<file path="config.mk">
export PLATFORM = sky130hd
export DESIGN_NAME = pipe_ctrl_flat
export DESIGN_NICKNAME = d
export VERILOG_FILES = /design/src/rtl/pipe_ctrl_if.sv /design/src/rtl/pipe_ctrl.sv /design/src/flat_wrapper.sv
export SDC_FILE = /design/constraint.sdc
export NUM_CORES = 1
export LEC_CHECK = 0
export CORE_AREA = 2 2 96 98
export CTS_CLUSTER_DIAMETER = 30
export DETAILED_ROUTE_END_ITERATION = 8
export DIE_AREA = 0 0 98 100
export MAX_ROUTING_LAYER = met4
export PLACE_DENSITY = 0.68
export SETUP_SLACK_MARGIN = 0.02
export SYNTH_ARGS = -nofsm -noshare
export SYNTH_HDL_FRONTEND = slang
export SYNTH_SLANG_ARGS = --single-unit
</file>
<file path="constraint.sdc">
create_clock -name clk -period 2.85 [get_ports clk]
set_clock_uncertainty 0.05 [all_clocks]
set_input_delay 0.57 -clock clk [delete_from_list [all_inputs] [get_ports clk]]
set_output_delay 0.57 -clock clk [all_outputs]
set_load 0.1 [all_outputs]
</file>
<file path="src/rtl/pipe_ctrl_if.sv">
// Handshake bundle between the pipeline stages and the pipeline controller.
// The master modport drives stage requests; the slave modport is the controller itself.
interface pipe_ctrl_if;
  logic        stallreq_id;
  logic        stallreq_ex;
  logic        stallreq_mem;
  logic        mispredict_i;
  logic [31:0] branch_tar_addr_real_i;
  logic        excp_i;
  logic [3:0]  excp_cause_i;
  logic        mret_i;
  logic [31:0] mepc_i;
  logic        irq_i;
  logic        irq_en_i;
  logic        mem_valid_i;
  logic [31:0] mem_pc_i;
  logic [31:0] mtvec_i;
  logic [5:0]  stall;
  logic        flush;
  logic [31:0] new_pc;
  logic        trap_we;
  logic [31:0] trap_epc;
  logic [31:0] trap_cause;

  modport master (
    output stallreq_id, stallreq_ex, stallreq_mem,
    output mispredict_i, branch_tar_addr_real_i,
    output excp_i, excp_cause_i, mret_i, mepc_i,
    output irq_i, irq_en_i, mem_valid_i, mem_pc_i, mtvec_i,
    input  stall, flush, new_pc, trap_we, trap_epc, trap_cause
  );

  modport slave (
    input  stallreq_id, stallreq_ex, stallreq_mem,
    input  mispredict_i, branch_tar_addr_real_i,
    input  excp_i, excp_cause_i, mret_i, mepc_i,
    input  irq_i, irq_en_i, mem_valid_i, mem_pc_i, mtvec_i,
    output stall, flush, new_pc, trap_we, trap_epc, trap_cause
  );
endinterface

</file>
<file path="src/rtl/pipe_ctrl.sv">
// Pipeline hazard/trap controller: per-stage stall ladder, prioritised flush events,
// interrupt pending tracking and a MEM-stall watchdog that raises a timeout trap.
module pipe_ctrl #(
  parameter logic [31:0] RESET_PC      = 32'h3000_0000,
  parameter int          STALL_TIMEOUT = 255
) (
  input  logic         clk,
  input  logic         rst,
  pipe_ctrl_if.slave   bus
);

  localparam int CNT_W = (STALL_TIMEOUT > 255) ? $clog2(STALL_TIMEOUT + 1) : 8;
  localparam logic [CNT_W-1:0] CNT_LAST = CNT_W'(STALL_TIMEOUT - 1);
  localparam logic [CNT_W-1:0] CNT_SAT  = CNT_W'(STALL_TIMEOUT);

  typedef enum logic [1:0] {
    S_RUN      = 2'd0,
    S_HOLD     = 2'd1,
    S_IRQ_PEND = 2'd2
  } state_t;

  state_t           r_state;
  state_t           w_state_nxt;
  logic             r_irq_meta;
  logic             r_irq_s;
  logic [CNT_W-1:0] r_cnt;

  logic             w_hold;
  logic             w_irq_want;
  logic             w_take;
  logic             w_timeout;
  logic             w_ev_excp;
  logic             w_ev_mret;
  logic             w_ev_misp;
  logic             w_flush;
  logic [5:0]       w_stall;
  logic [31:0]      w_new_pc;
  logic             w_trap_we;
  logic [31:0]      w_trap_epc;
  logic [31:0]      w_trap_cause;

  // In HOLD the ID/EX requests come from squashed bubbles, so only MEM-side events count.
  always_comb begin
    w_hold     = (r_state == S_HOLD);
    w_irq_want = r_irq_s & bus.irq_en_i;
    w_take     = !w_hold & w_irq_want & bus.mem_valid_i & !bus.stallreq_mem;
    w_timeout  = bus.stallreq_mem & (r_cnt >= CNT_LAST);
    w_ev_excp  = bus.excp_i & bus.mem_valid_i;
    w_ev_mret  = bus.mret_i & bus.mem_valid_i;
    w_ev_misp  = bus.mispredict_i & !w_hold;
  end

  // Flush priority resolution and stall ladder; reset overrides everything.
  always_comb begin
    w_flush      = 1'b0;
    w_stall      = 6'b000000;
    w_new_pc     = 32'h0000_0000;
    w_trap_we    = 1'b0;
    w_trap_epc   = 32'h0000_0000;
    w_trap_cause = 32'h0000_0000;
    if (!rst) begin
      w_new_pc = RESET_PC;
    end else if (w_ev_excp) begin
      w_flush      = 1'b1;
      w_new_pc     = bus.mtvec_i;
      w_trap_we    = 1'b1;
      w_trap_epc   = bus.mem_pc_i;
      w_trap_cause = {28'h000_0000, bus.excp_cause_i};
    end else if (w_timeout) begin
      w_flush      = 1'b1;
      w_new_pc     = bus.mtvec_i;
      w_trap_we    = 1'b1;
      w_trap_epc   = bus.mem_pc_i;
      w_trap_cause = 32'd5;
    end else if (w_ev_mret) begin
      w_flush  = 1'b1;
      w_new_pc = bus.mepc_i;
    end else if (w_take) begin
      w_flush      = 1'b1;
      w_new_pc     = bus.mtvec_i;
      w_trap_we    = 1'b1;
      w_trap_epc   = bus.mem_pc_i;
      w_trap_cause = 32'h8000_000B;
    end else if (w_ev_misp) begin
      w_flush  = 1'b1;
      w_new_pc = bus.branch_tar_addr_real_i;
    end else if (bus.stallreq_mem) begin
      w_stall = 6'b011111;
    end else if (bus.stallreq_ex && !w_hold) begin
      w_stall = 6'b001111;
    end else if (bus.stallreq_id && !w_hold) begin
      w_stall = 6'b000111;
    end else begin
      w_stall = 6'b000000;
    end
  end

  // Next-state logic; an irq that loses to another event is simply re-evaluated after HOLD.
  always_comb begin
    w_state_nxt = r_state;
    case (r_state)
      S_RUN: begin
        if (w_flush) begin
          w_state_nxt = S_HOLD;
        end else if (w_irq_want) begin
          w_state_nxt = S_IRQ_PEND;
        end else begin
          w_state_nxt = S_RUN;
        end
      end
      S_HOLD: begin
        w_state_nxt = S_RUN;
      end
      S_IRQ_PEND: begin
        if (w_flush) begin
          w_state_nxt = S_HOLD;
        end else if (!w_irq_want) begin
          w_state_nxt = S_RUN;
        end else begin
          w_state_nxt = S_IRQ_PEND;
        end
      end
      default: begin
        w_state_nxt = S_RUN;
      end
    endcase
  end

  // State register.
  always_ff @(posedge clk or negedge rst) begin
    if (!rst) begin
      r_state <= S_RUN;
    end else begin
      r_state <= w_state_nxt;
    end
  end

  // Two-flop synchronizer for the external interrupt level.
  always_ff @(posedge clk or negedge rst) begin
    if (!rst) begin
      r_irq_meta <= 1'b0;
      r_irq_s    <= 1'b0;
    end else begin
      r_irq_meta <= bus.irq_i;
      r_irq_s    <= r_irq_meta;
    end
  end

  // Consecutive MEM-stall counter, saturating so a stuck request never wraps back to zero.
  always_ff @(posedge clk or negedge rst) begin
    if (!rst) begin
      r_cnt <= '0;
    end else if (w_flush || !bus.stallreq_mem) begin
      r_cnt <= '0;
    end else if (r_cnt >= CNT_SAT) begin
      r_cnt <= r_cnt;
    end else begin
      r_cnt <= r_cnt + CNT_W'(1);
    end
  end

  assign bus.stall      = w_stall;
  assign bus.flush      = w_flush;
  assign bus.new_pc     = w_new_pc;
  assign bus.trap_we    = w_trap_we;
  assign bus.trap_epc   = w_trap_epc;
  assign bus.trap_cause = w_trap_cause;

endmodule

</file>
<file path="src/flat_wrapper.sv">
// flat-port wrapper written by rule: the top's interface ports become plain ports
module pipe_ctrl_flat 
#(
  parameter logic [31:0] RESET_PC      = 32'h3000_0000,
  parameter int          STALL_TIMEOUT = 255
)
  (clk, rst, bus_stallreq_id, bus_stallreq_ex, bus_stallreq_mem, bus_mispredict_i, bus_branch_tar_addr_real_i, bus_excp_i, bus_excp_cause_i, bus_mret_i, bus_mepc_i, bus_irq_i, bus_irq_en_i, bus_mem_valid_i, bus_mem_pc_i, bus_mtvec_i, bus_stall, bus_flush, bus_new_pc, bus_trap_we, bus_trap_epc, bus_trap_cause);
  pipe_ctrl_if bus_i ();
  input  logic clk;
  input  logic rst;
  input wire logic [$bits(bus_i.stallreq_id)-1:0] bus_stallreq_id;
  input wire logic [$bits(bus_i.stallreq_ex)-1:0] bus_stallreq_ex;
  input wire logic [$bits(bus_i.stallreq_mem)-1:0] bus_stallreq_mem;
  input wire logic [$bits(bus_i.mispredict_i)-1:0] bus_mispredict_i;
  input wire logic [$bits(bus_i.branch_tar_addr_real_i)-1:0] bus_branch_tar_addr_real_i;
  input wire logic [$bits(bus_i.excp_i)-1:0] bus_excp_i;
  input wire logic [$bits(bus_i.excp_cause_i)-1:0] bus_excp_cause_i;
  input wire logic [$bits(bus_i.mret_i)-1:0] bus_mret_i;
  input wire logic [$bits(bus_i.mepc_i)-1:0] bus_mepc_i;
  input wire logic [$bits(bus_i.irq_i)-1:0] bus_irq_i;
  input wire logic [$bits(bus_i.irq_en_i)-1:0] bus_irq_en_i;
  input wire logic [$bits(bus_i.mem_valid_i)-1:0] bus_mem_valid_i;
  input wire logic [$bits(bus_i.mem_pc_i)-1:0] bus_mem_pc_i;
  input wire logic [$bits(bus_i.mtvec_i)-1:0] bus_mtvec_i;
  output wire logic [$bits(bus_i.stall)-1:0] bus_stall;
  output wire logic [$bits(bus_i.flush)-1:0] bus_flush;
  output wire logic [$bits(bus_i.new_pc)-1:0] bus_new_pc;
  output wire logic [$bits(bus_i.trap_we)-1:0] bus_trap_we;
  output wire logic [$bits(bus_i.trap_epc)-1:0] bus_trap_epc;
  output wire logic [$bits(bus_i.trap_cause)-1:0] bus_trap_cause;
  assign bus_i.stallreq_id = bus_stallreq_id;
  assign bus_i.stallreq_ex = bus_stallreq_ex;
  assign bus_i.stallreq_mem = bus_stallreq_mem;
  assign bus_i.mispredict_i = bus_mispredict_i;
  assign bus_i.branch_tar_addr_real_i = bus_branch_tar_addr_real_i;
  assign bus_i.excp_i = bus_excp_i;
  assign bus_i.excp_cause_i = bus_excp_cause_i;
  assign bus_i.mret_i = bus_mret_i;
  assign bus_i.mepc_i = bus_mepc_i;
  assign bus_i.irq_i = bus_irq_i;
  assign bus_i.irq_en_i = bus_irq_en_i;
  assign bus_i.mem_valid_i = bus_mem_valid_i;
  assign bus_i.mem_pc_i = bus_mem_pc_i;
  assign bus_i.mtvec_i = bus_mtvec_i;
  assign bus_stall = bus_i.stall;
  assign bus_flush = bus_i.flush;
  assign bus_new_pc = bus_i.new_pc;
  assign bus_trap_we = bus_i.trap_we;
  assign bus_trap_epc = bus_i.trap_epc;
  assign bus_trap_cause = bus_i.trap_cause;
  pipe_ctrl #(.RESET_PC(RESET_PC), .STALL_TIMEOUT(STALL_TIMEOUT)) u_core (.clk(clk), .rst(rst), .bus(bus_i));
endmodule
</file>
### Word-level counts from Yosys, hierarchy flattened

Cells that the tools add are included.

| operators by class | value |
|---|---|
| add/sub/neg operators | 1 |
| multipliers | 0 |
| divide/modulo/power cells | 0 |
| magnitude comparators | 2 |
| eq/ne operators | 3 |
| shifts and indexed selects | 0 |
| mux-type cells | 41 |
| bitwise gates (word level) | 8 |
| reductions and logical operators | 7 |

Operators by type and width:

| cell | number |
|---|---|
| $mux 32 | 16 |
| $mux 6 | 8 |
| $ge 8x8->1 const B | 2 |
| $mux 8 | 2 |
| $mux 1 | 11 |
| $add 8x1->8 const B | 1 |
| $and 1x1->1 | 8 |
| $mux 2 | 3 |
| $mux 3 | 1 |
| $eq 2x1->1 const B | 1 |
| $eq 2x2->1 const B | 1 |
| $logic_and 1x1->1 | 2 |
| $logic_not 1->1 | 2 |
| $logic_not 2->1 | 1 |
| $ne 2x1->1 const B | 1 |
| $reduce_or 2->1 | 1 |
| $logic_or 1x1->1 | 1 |

| storage, ports and cells | value |
|---|---|
| bits in registers | 12 |
| latch bits | 0 |
| RAM bits | 0 |
| ROM bits | 0 |
| input port bits | 143 |
| output and inout bits | 104 |
| word-level logic and storage cells | 66 |
| memories kept | 0 |

### Longest topological paths before layout

Gate-level depths: netlist (run 1).

| depth | value |
|---|---|
| depth in word-level cells | 12 |
| gate-level depth with buffers | 8 |
| gate-level depth less buffers | 7 |

### Least setup slack after synthesis (run 1)

Ideal clock, no wire load.

| timing | value |
|---|---|
| path type | reg2out |
| from | register u_core.r_cnt[0] |
| to | output bus_stall[4] |
| arrival | 4.009 ns |
| data required time | 2.230 ns |
| slack | -1.779 ns |
| cell stages (with the launch flop) | 7 |
| path buffers | 1 |
| path through | dfrtp_1 -> inv_1 -> ha_1 -> o2111ai_2 -> o211ai_1 -> buf_2 -> nor4_1 |

| on the way | value |
|---|---|
| word-level cells in the longest chain between the ends | 5 |

Ends and longest elaborated chain:

| element | RTL line | source |
|---|---|---|
| start: declaration | pipe_ctrl.sv:26 | `logic [CNT_W-1:0] r_cnt;` |
| start signal: assignment | pipe_ctrl.sv:156 | `r_cnt <= r_cnt;` |
| start signal: assignment | pipe_ctrl.sv:158 | `r_cnt <= r_cnt + CNT_W'(1);` |
| $ge 8x8->1 | pipe_ctrl.sv:47 | `w_timeout = bus.stallreq_mem & (r_cnt >= CNT_LAST);` |
| $and 1x1->1 | pipe_ctrl.sv:47 |  |
| $mux 6 | pipe_ctrl.sv:69 | `end else if (w_timeout) begin` |
| $mux 6 | pipe_ctrl.sv:63 | `end else if (w_ev_excp) begin` |
| $mux 6 | pipe_ctrl.sv:61 | `if (!rst) begin` |
| end: declaration | flat_wrapper.sv:25 | `output wire logic [$bits(bus_i.stall)-1:0] bus_stall;` |

Every way passes these cells.

### Worst setup path after layout (run 1)

| timing | value |
|---|---|
| from | register u_core.r_cnt[0] |
| to | output bus_stall[1] |

The elaborated chain is that of the path after synthesis.

==> impl_metrics.env, run 1 <==
export IMPL_hold_viol_final=0
export IMPL_clockRootBuffer="clkbuf_8"
export IMPL_ir_drop_mv=0.299
export IMPL_design_die_area_um2=9800
export IMPL_io_pins=247
export IMPL_synthAdderAreaFrac_pct=1.34
export IMPL_p_leak_nw=2.28
export IMPL_drtAntennaViolNets=0
export IMPL_antenna_found_initial=3
export IMPL_cts_tree="built"
export IMPL_routabilityCongestion=0.891
export IMPL_synth_edf_count=0
export IMPL_syn_area_per_cell_um2=7.88
export IMPL_insertion_delay_ps=250
export IMPL_grt_max_degree=36
export IMPL_cts_sinks=12
export IMPL_dr_pass1_iters=5
export IMPL_crit_fanout=4
export IMPL_synth_most_common_cell="and2_1"
export IMPL_synth_top_flop_cell="dfrtp_1"
export IMPL_port_buffers=218
export IMPL_synthTopCellsByArea="dfrtp_1, o2bb2ai_1, buf_4"
export IMPL_initial_utilization_pct=21.1
export IMPL_nNetsFinal=626
export IMPL_dp_hpwl_um=9040
export IMPL_synthArstFlopShare_pct=100
export IMPL_setup_viol=0
export IMPL_via_count=2759
export IMPL_instances_no_fill=594
export IMPL_synthMuxAreaShare_pct=0.534
export IMPL_period_needed_ps=2770
export IMPL_synth_top_area_share_pct=16.0
export IMPL_rows=35
export IMPL_htree_levels=1
export IMPL_cts_buffer_depth=2
export IMPL_crit_required_ps=2230
export IMPL_placeableCoreArea_um2=8890
export IMPL_setup_worst_path_start_class="flop"
export IMPL_die_y_um=100
export IMPL_cts_inserted_buffers=3
export IMPL_grt_usage_pct=20.9
export IMPL_utilization_pct=64.6
export IMPL_ys_top_cells_by_count="and2_1, buf_4, a22oi_1, o2bb2ai_1, dfrtp_1"
export IMPL_layout_drive_gt1_share_pct=37.7
export IMPL_synth_top_family_by_area="compound AO/OA/AOI/OAI gates"
export IMPL_worst_slack_ps=77.6
export IMPL_via_per_inst=4.64
export IMPL_die_w_um=98
export IMPL_drt_iter0_drc=107
export IMPL_synth_seq_cells=12
export IMPL_outcome="finished, final reports clean"
export IMPL_yosys_area_share_simple_pct=25.6
export IMPL_drt_total_wl_um=10800
export IMPL_wl_per_cell_um=18.1
export IMPL_endpoint_kind="output pin"
export IMPL_synth_area_um2=1870
export IMPL_drc=0
export IMPL_arrival_ps=2150
export IMPL_tns_ps=0
export IMPL_synth_top_area_cell="dfrtp_1"
export IMPL_cap_violations=0
export IMPL_yosysUniqueCellTypes=49
export IMPL_fin_total_pwr_w=0.00172
export IMPL_overflow=0
export IMPL_finalMaxSlewViolations=0
export IMPL_yosys_warnings=0
export IMPL_rsz0062_at_grt="yes"
export IMPL_pwr_density_cell_nw_per_um2=300
export IMPL_place_ws_ps=-263
export IMPL_dp_cells=577
export IMPL_ys_seq_area_share_pct=16.0
export IMPL_min_path_type="flop to flop"
export IMPL_synthCells=238
export IMPL_cts_hold_buf=0
export IMPL_synth_compound_gate_area_share_pct=36.8
export IMPL_fmax_mhz=361
export IMPL_crit_type="flop to output pin"
export IMPL_period_share_pct=97.3
export IMPL_synth_xor_area_share_pct=0.935
export IMPL_grt_pass1_wl_um=15700
export IMPL_grt_pass1_vias=2865
export IMPL_clk_pin_slew_ps=60
export IMPL_area_delta_synth_final_pct=207
==> state kept, by name, indices dropped and copies added (netlist names) <==
name,flops
u_core.r_irq_meta,1
u_core.r_state,2
u_core.r_irq_s,1
u_core.r_cnt,8
==> stage by stage <==
stage	instance area, µm²	hold WS (ps)
after detailed placement	5420	295
after floorplan	2360	224
final	5750	305
after CTS	5660	307
after global placement	5420	283
after global routing	5750	310
==> layer usage <==
metal  up-vias  GRT usage, %  share of wire [%]
met1      1252          23.5                 37
met2       164          37.7                 52
met5         -             -                  0
met4         0          3.42                1.3
li1       1333             -                  -
met3        10          5.71                9.2
==> final timing paths <==
path                                                     to  slack (ps)  cells after the start                   startpoint
worst max-delay path                           bus_stall[1]          80                      8  u_core.r_cnt[0]$_DFFE_PN0P_
worst min-delay path               u_core.r_irq_s$_DFF_PN0_         310                      0  u_core.r_irq_meta$_DFF_PN0_
worst max register to register  u_core.r_cnt[6]$_DFFE_PN0P_         630                      8  u_core.r_cnt[0]$_DFFE_PN0P_
worst min register to register     u_core.r_irq_s$_DFF_PN0_         310                      0  u_core.r_irq_meta$_DFF_PN0_
max in group asynchronous       u_core.r_cnt[1]$_DFFE_PN0P_        1750                      3                          rst
min in group asynchronous       u_core.r_cnt[0]$_DFFE_PN0P_         790                      3                          rst
==> power by group <==
part	leakage [nW]	internal, W	switching [W]
registers	0.158	0.000177	0.00000733
logic	2.09	0.000529	0.000821
clock network	0.0288	0.000122	0.0000666
total	2.28	0.000828	0.000895
==> cells in the final DEF (no fill, tap or decap), types with 6 or more instances in the layout <==
cell type,synthesis,layout
buf_4,32,28
clkdlybuf4s50_1,0,136
o2bb2ai_2,0,16
nand3_1,6,6
buf_12,0,85
nor3_1,7,7
and2_4,0,9
a22oi_1,29,28
o2bb2ai_4,0,13
nor2_1,9,7
and2_1,34,25
conb_1,1,28
dfrtp_1,12,11
==> cells by family after synthesis <==
| kind of cell | count (synthesis) |
|---|---|
| AND/OR/NAND/NOR | 78 |
| adder cells (fa/ha/maj) | 2 |
| flip-flops | 12 |
| other | 1 |
| XOR/XNOR | 2 |
| AO/OA/AOI/OAI | 88 |
| buffers and inverters | 54 |
| multiplexers | 1 |
==> final cells by class <==
cell class	instances	area (µm²)
timing repair buffer	259	3440
fill	706	3140
multi-input combinational	199	1780
sequential	12	302
tap	111	139
clock buffer	4	55.1
inverter	6	22.5
antenna	3	7.51
==> critical path, cell delays in order, from the launching register on <==
cell and delay (ps):
dfrtp_1 410, inv_2 80, ha_4 160, o2111ai_4 190, o211ai_1 130, or4_4 450
a21oi_4 160, buf_12 140, buf_12 170
==> timing repair <==
item                                    CTS  global route
gates resized for setup                  19            13
endpoints found under the setup margin   70            64
cloned                                    2             1
buffers inserted                          6             1
pin swaps                                 3             5
Note: power is estimated with default switching activity, not from simulation.
==> inputs of run 2 (changes only) <==
Settings changed: GPL_TIMING_DRIVEN from default to 1, HOLD_SLACK_MARGIN from default to 0.05, RECOVER_POWER from default to 25.
==> run 2 against run 1 <==
Critical path depth stayed put. Combinational power hardly changed. Register-to-register slack worse by 130 ps. Clock power barely moved. Routed wire length about the same. Final cell count did not move. Design area decreased by 0.28%. Via count up 0.22%. Sequential cell count unchanged. Critical path type unchanged. Critical endpoint unchanged. Largest power group unchanged.
==> impl_metrics.env, run 2 (same netlist as run 1, synthesis figures left out) <==
export IMPL_power_frac_clock_pct=11.0
export IMPL_p_sw_w=0.000895
export IMPL_via_count=2765
export IMPL_pwr_density_cell_nw_per_um2=300
export IMPL_cap_violations=0
export IMPL_clockRootBuffer="clkbuf_8"
export IMPL_r2r_slack_ps=500
export IMPL_rows=35
export IMPL_die_y_um=100
export IMPL_endpoint_kind="output pin"
export IMPL_setup_viol=0
export IMPL_drc=0
export IMPL_layout_drive_gt1_share_pct=37.5
export IMPL_via_per_inst=4.65
export IMPL_final_area_um2=5730
export IMPL_p_leak_nw=2.27
export IMPL_cts_tree="built"
export IMPL_top_register="u_core.r_cnt"
export IMPL_placeableCoreArea_um2=8890
export IMPL_crit_required_ps=2230
export IMPL_worst_slack_ps=75.9
export IMPL_grt_max_degree=36
export IMPL_place_area_um2=5420
export IMPL_io_pins=247
export IMPL_seqPwrFrac_pct=10.7
export IMPL_period_share_pct=97.3
export IMPL_worstMarginPinSlew_ps=518
export IMPL_dr_pass1_iters=4
export IMPL_port_buffers=218
export IMPL_clk_pin_slew_ps=60
export IMPL_drt_total_wl_um=10800
export IMPL_die_w_um=98
export IMPL_finalMaxSlewViolations=0
export IMPL_mostFrequentLayoutCells="clkdlybuf4s50_1, buf_12, a22oi_1, conb_1, buf_4"
export IMPL_final_common_cell="clkdlybuf4s50_1"
export IMPL_swShare_pct=52.0
export IMPL_ir_drop_mv=0.296
export IMPL_crit_start="u_core.r_cnt[0]$_DFFE_PN0P_"
export IMPL_drtAntennaViolNets=0
export IMPL_rsz0062_at_grt="yes"
export IMPL_setup_worst_path_start_class="flop"
export IMPL_grt_pass1_wl_um=15700
export IMPL_worstRegToRegCells=8
export IMPL_outcome="finished, final reports clean"
export IMPL_overflow=0
export IMPL_antenna_found_initial=3
export IMPL_cp_endpoint="bus_stall[1]"
export IMPL_hold_viol_final=0
export IMPL_area_delta_synth_final_pct=206
export IMPL_place_ws_ps=-263
export IMPL_r2r_start="u_core.r_cnt[0]$_DFFE_PN0P_"
export IMPL_crit_fanout=4
export IMPL_cts_sinks=12
export IMPL_maxSlewHeadroom_pct=65.5
export IMPL_period_needed_ps=2770
export IMPL_wl_per_cell_um=18.1
export IMPL_drt_iter0_drc=98
export IMPL_insertion_delay_ps=250
export IMPL_r2r_end="u_core.r_cnt[6]$_DFFE_PN0P_"
export IMPL_dp_hpwl_um=9040
export IMPL_arrival_ps=2150
export IMPL_crit_type="flop to output pin"
export IMPL_min_path_type="flop to flop"
export IMPL_initial_utilization_pct=21.1
export IMPL_fmax_mhz=360
export IMPL_nNetsFinal=626
export IMPL_comb_power_share_pct=78.3
export IMPL_reg_top3="u_core.r_cnt: 8 flops, u_core.r_state: 2 flops"
export IMPL_grt_pass1_vias=2865
export IMPL_design_die_area_um2=9800
export IMPL_fillers=708
export IMPL_htree_levels=1
export IMPL_cts_hold_buf=0
export IMPL_largest_register_ffs=8
export IMPL_p_int_w=0.000825
export IMPL_cts_inserted_buffers=3
export IMPL_routabilityCongestion=0.891
export IMPL_cts_buffer_depth=2
export IMPL_grt_usage_pct=20.9
run 2: power groups by stage:
stage / logic (W) / clock network (W) / registers (W)
floorplan: 0.000795 / 0 / 0.000184
CTS: 0.00134 / 0.000194 / 0.000183
detailed placement: 0.00131 / 0 / 0.000186
finish: 0.00135 / 0.000189 / 0.000184
global route: 0.00139 / 0.000201 / 0.000185
global placement: 0.00131 / 0 / 0.000185
run 2: critical path: stages, from the launching register on:
cell	delay [ps]
dfrtp_1	410
inv_2	80
ha_4	160
o2111ai_4	190
o211ai_1	130
or4_4	450
a21oi_4	160
buf_12	140
buf_12	170
run 2: per-stage QoR:
stage / utilization, % / power, W / std cells / setup TNS [ps] / hold WS, ps
global placement: 61.0 / 0.00149 / 577 / -6980 / 283
global route: 64.4 / 0.00178 / 594 / 0 / 310
finish: 64.4 / 0.00172 / 594 / 0 / 305
CTS: 63.7 / 0.00172 / 589 / 0 / 307
floorplan: - / 0.000979 / 265 / -231 / 224
detailed placement: 61.0 / 0.00150 / 577 / -12520 / 295
run 2: layout make-up:
| class | count | area, µm² | area share (%) |
|---|---|---|---|
| well taps | 111 | 139 | 2.42 |
| inverters | 6 | 22.5 | 0.393 |
| diodes | 3 | 7.51 | 0.131 |
| flip-flops and latches | 12 | 302 | 5.26 |
| multi-input cells | 199 | 1780 | 31.0 |
| repair buffers | 259 | 3430 | 59.8 |
| clock buffers | 4 | 55.1 | 0.961 |
run 2: timing repair:
item                       in CTS  in global routing
pin swaps                       3                  5
cloned                          2                  1
hold endpoints to repair        0                  0
setup buffers                   6                  1
setup endpoints to repair      70                 64
gates resized for setup        19                 13
run 2: metal layers:
layer	vias up	global-route usage, %	share of wire [%]
met5	-	-	0
met4	0	3.42	1.3
met3	10	5.71	9.7
met2	164	37.7	52
met1	1256	23.5	37
li1	1335	-	-
run 2: worst min path at each step:
stage / start / end / cells past startpoint
after floorplan: rst / u_core.r_cnt[0]$_DFFE_PN0P_ / 0
after global placement: u_core.r_irq_meta$_DFF_PN0_ / u_core.r_irq_s$_DFF_PN0_ / 0
after detailed placement: u_core.r_irq_meta$_DFF_PN0_ / u_core.r_irq_s$_DFF_PN0_ / 0
after CTS: u_core.r_irq_meta$_DFF_PN0_ / u_core.r_irq_s$_DFF_PN0_ / 0
after global routing: u_core.r_irq_meta$_DFF_PN0_ / u_core.r_irq_s$_DFF_PN0_ / 0
final: u_core.r_irq_meta$_DFF_PN0_ / u_core.r_irq_s$_DFF_PN0_ / 0
